[config.mk]
export PLATFORM = sky130hd
export DESIGN_NAME = mem_access_unit
export DESIGN_NICKNAME = d
export VERILOG_FILES = /design/src/rtl/mem_access_pkg.sv /design/src/rtl/mem_access_unit.sv
export SDC_FILE = /design/constraint.sdc
export NUM_CORES = 1
export LEC_CHECK = 0
export ABC_AREA = 1
export ABC_CLOCK_PERIOD_IN_PS = 2200
export BUFFER_PORTS_ARGS = -buffer_cell sky130_fd_sc_hd__buf_2
export CORE_UTILIZATION = 47
export DETAILED_ROUTE_END_ITERATION = 7
export PLACE_DENSITY = 0.85
export SLEW_MARGIN = 20
export SYNTH_ARGS = -nofsm -noshare
export SYNTH_HDL_FRONTEND = slang
export SYNTH_SLANG_ARGS = --single-unit
[constraint.sdc]
create_clock -name clk -period 2.2 [get_ports clk]
set_clock_uncertainty 0.15 [all_clocks]
set_input_delay 0.22 -clock clk [delete_from_list [all_inputs] [get_ports clk]]
set_output_delay 0.22 -clock clk [all_outputs]
set_load 0.005 [all_outputs]
[src/rtl/mem_access_pkg.sv]
// Shared constants and state encoding for the memory access sequencer.
package mem_access_pkg;

  // Geometry of the 16x8 synchronous memory this unit fronts.
  localparam int MEM_ADDR_W = 4;
  localparam int MEM_DATA_W = 8;

  typedef enum logic [2:0] {
    ST_IDLE    = 3'd0,
    ST_WRITE   = 3'd1,
    ST_READ    = 3'd2,
    ST_CAPTURE = 3'd3,
    ST_RESP    = 3'd4
  } state_t;

endpackage

[src/rtl/mem_access_unit.sv]
// Memory access sequencer: accepts one read/write request, drives the
// synchronous memory from MAR/MBR, and returns one response per request.
module mem_access_unit
  import mem_access_pkg::*;
#(
  parameter int ADDR_W = MEM_ADDR_W,
  parameter int DATA_W = MEM_DATA_W
) (
  input  logic              clk,
  input  logic              rst,
  input  logic              req_valid,
  output logic              req_ready,
  input  logic              req_write,
  input  logic [ADDR_W-1:0] req_addr,
  input  logic [DATA_W-1:0] req_wdata,
  output logic              rsp_valid,
  input  logic              rsp_ready,
  output logic              rsp_write,
  output logic [DATA_W-1:0] rsp_rdata,
  output logic              mem_we,
  output logic [ADDR_W-1:0] mem_address,
  output logic [DATA_W-1:0] mem_data_in,
  input  logic [DATA_W-1:0] mem_data_out,
  output logic              busy
);

  state_t              r_state;
  state_t              w_next;
  logic [ADDR_W-1:0]   r_mar;
  logic [DATA_W-1:0]   r_mbr;
  logic                r_wflag;
  logic                w_accept;

  assign w_accept = (r_state == ST_IDLE) && req_valid;

  // Next-state decode; RESP never hands straight to a new request.
  always_comb begin
    w_next = r_state;
    case (r_state)
      ST_IDLE:    if (req_valid) w_next = req_write ? ST_WRITE : ST_READ;
      ST_WRITE:   w_next = ST_RESP;
      ST_READ:    w_next = ST_CAPTURE;
      ST_CAPTURE: w_next = ST_RESP;
      ST_RESP:    if (rsp_ready) w_next = ST_IDLE;
      default:    w_next = ST_IDLE;
    endcase
  end

  // State register.
  always_ff @(posedge clk or posedge rst) begin
    if (rst) r_state <= ST_IDLE;
    else     r_state <= w_next;
  end

  // MAR/MBR/WFLAG: latch on acceptance, MBR reloads from memory in CAPTURE.
  always_ff @(posedge clk or posedge rst) begin
    if (rst) begin
      r_mar   <= '0;
      r_mbr   <= '0;
      r_wflag <= 1'b0;
    end else if (w_accept) begin
      r_mar   <= req_addr;
      r_mbr   <= req_wdata;
      r_wflag <= req_write;
    end else if (r_state == ST_CAPTURE) begin
      r_mbr   <= mem_data_out;
    end
  end

  // Outputs are pure state decode so reset clears them without an edge.
  assign req_ready   = (r_state == ST_IDLE);
  assign busy        = (r_state != ST_IDLE);
  assign mem_we      = (r_state == ST_WRITE);
  assign rsp_valid   = (r_state == ST_RESP);
  assign rsp_write   = rsp_valid & r_wflag;
  assign rsp_rdata   = rsp_valid ? r_mbr : '0;
  assign mem_address = r_mar;
  assign mem_data_in = r_mbr;

endmodule

==> results.md <==
* Outcome: complete, but fails checks
* Failing checks: design-rule violations
* Critical path fanouts, max at 13
* Final min period at 1850 ps
* Antenna cells at 0
* Fin nets at 208
* Cell Rows at 16
* Resized Gates After CTS at 0
* Vias per std cell at 4.93
* P_leak at 0.787 nW
* Die area at 2230 um^2
* TNS Setup at 0 ps
* Max_cap viols at 0
* Setup CP Type: reg2out
* Commonest non-fill, non-tap cells in the layout: 49 x buf_2, 31 x nand2_1, 26 x inv_1, 16 x nand4_1, 16 x dfrtp_1
* Initial antenna violation count at 0
* Commonest non-fill, non-tap cell in the layout: buf_2
* Net Count, Synth at 157
* First-pass GRT wire length at 3.33 mm
* CP Data Arrival Time at 1480 ps
* Critical Path Sink Type: primary output
* Clock Path Buffers at 2
* Mean post-synth cell area at 7.29 um^2
* Final Core Density at 64.9%
* Detailed Route Iter0 Violations at 16
* Die height at 47.2 um
* Area growth, synth to finish at 30.9%
* Hold Path Class: in2reg
* Total GRT Usage at 21.3%
* Clk sinks at 16
* WL met1 at 930 um
* Detail Route Antenna Nets at 0
* Initial Util at 49.5%
* Vias at 1030
* Routability cong. at 0.792
* Slew HR at 60.1%
* Final setup fails at 0
* Die X at 47.2 um
* Root buf cell: clkbuf_4
* Final wirelength at 2.29 mm
* Final routed DRC violation total at 1
* Seq/Total Area, Yosys at 41.6%
* Num CTS Buffers at 3
* Dpl hpwl at 1.67 mm
* Crit path launch type: register
* Average wire per standard cell at 11.0 um
* Final slew viol count at 0
* Ys Warns at 0
* Port bufs at 49
* Worst VDD drop at 0.000893 V
* Pwr dens at 1260 nW/um^2
* Highest metal used: met4
* Critical path required time at 1830 ps
* Worst-margin pin slew at 597 ps
* Distinct cells, synth at 18
* Tcrit/Tclk final at 84.1%
* H-tree depth at 1
* Vias in the first global route at 770
* Drt pass-1 iters at 6
* Flops & latches, synth at 16
* CTS tree: built
* Final hold vios at 0
* I/O pins at 50
* CORE AREA at 1940 um^2
* Clk_lat worst skew at 280 ps
* WL met3 at 133 um
* Total grt overflow at 0
* Layout cell share with drive strength beyond 1 at 33.5%
* Synth Instances at 132
* Unrepaired setup endpoints after global routing: no
* Routed wl met2 at 1.20 mm
* Clock-pin slew on the worst setup and hold paths at 90 ps
* F_max at 540 MHz
* Pin count of the biggest net entering global routing at 27
* Mapped Area at 962 um^2
-- timing repair --
item                                   CTS  global route
endpoints found under the hold margin   16             0
hold buffers                             1             0
buffers inserted                         0             4
setup endpoints to repair                0             7
-- kinds of logic (layout without fill, tap and decap cells) --
| kind of cell | count (synthesis) | in the layout | synth area share, % |
|---|---|---|---|
| AND/OR/NAND/NOR | 73 | 73 | 37.2 |
| buffers and inverters | 35 | 85 | 16.5 |
| AO/OA/AOI/OAI | 8 | 8 | 4.68 |
| flip-flops | 16 | 16 | 41.6 |
-- worst max-delay path: stages, from the launching register on --
cell     delay [ps]
dfrtp_1         560
nor2_4          220
nand2_2         170
nor2_1          120
buf_2           120
-- metal layers --
| metal | track usage [%] | up-vias |
|---|---|---|
| met2 | 35.9 | 42 |
| met1 | 28.2 | 459 |
| met4 | 5.14 | 0 |
| met5 | 0 | - |
| met3 | 3.85 | 5 |
| li1 | - | 524 |
-- cell type report --
cell class	count	area (um^2)
clock buffer	4	36.3
fill	192	682
inverter	27	101
multi-input combinational	81	403
sequential	16	400
tap	27	33.8
timing repair buffer	54	285
-- cells in the mapped netlist, drive strengths merged --
cell type / n / share of area (%)
inv: 27 / 11
nand3b: 2 / 1.6
nand2: 32 / 13
nand4: 16 / 10
nor2: 12 / 5.5
nor3: 1 / 0.52
dfrtp: 16 / 42
buf: 8 / 6.0
o21ai: 6 / 3.1
o211ai: 2 / 1.6
nand3: 10 / 6.5
-- power by group --
part	switching (mW)	internal, mW	total, mW
clock network	0.0964	0.101	0.197
registers	0.145	0.438	0.583
logic	0.449	0.358	0.807
-- worst paths after layout --
check                               start  depth (start not counted)  slack (ps)              to
setup / recovery               r_state[1]                          4         350    rsp_rdata[4]
hold / removal                req_addr[1]                          3          10  mem_address[1]
setup reg to reg               r_state[1]                          6         560  mem_data_in[1]
hold reg to reg            mem_address[1]                          2         350  mem_address[1]
max in group asynchronous             rst                          3        1100  mem_address[1]
min in group asynchronous             rst                          3         410  mem_data_in[5]
-- state kept, by name (all words and copies together) (netlist names) --
register     count
r_wflag          1
r_state          3
mem_address      4
mem_data_in      8
-- per-stage QoR --
step                hold WS (ps)  power [mW]  area, um^2  worst slack (ps)  cells
global placement             155        1.28        1180               555    200
global route                35.2        1.75        1260               224    209
CTS                         19.5        1.53        1230               151    205
finish                      10.0        1.59        1260               349    209
floorplan                  -16.3        1.09         962               869    132
detailed placement           164        1.33        1180               463    200
(Power assumes the default switching activity.)
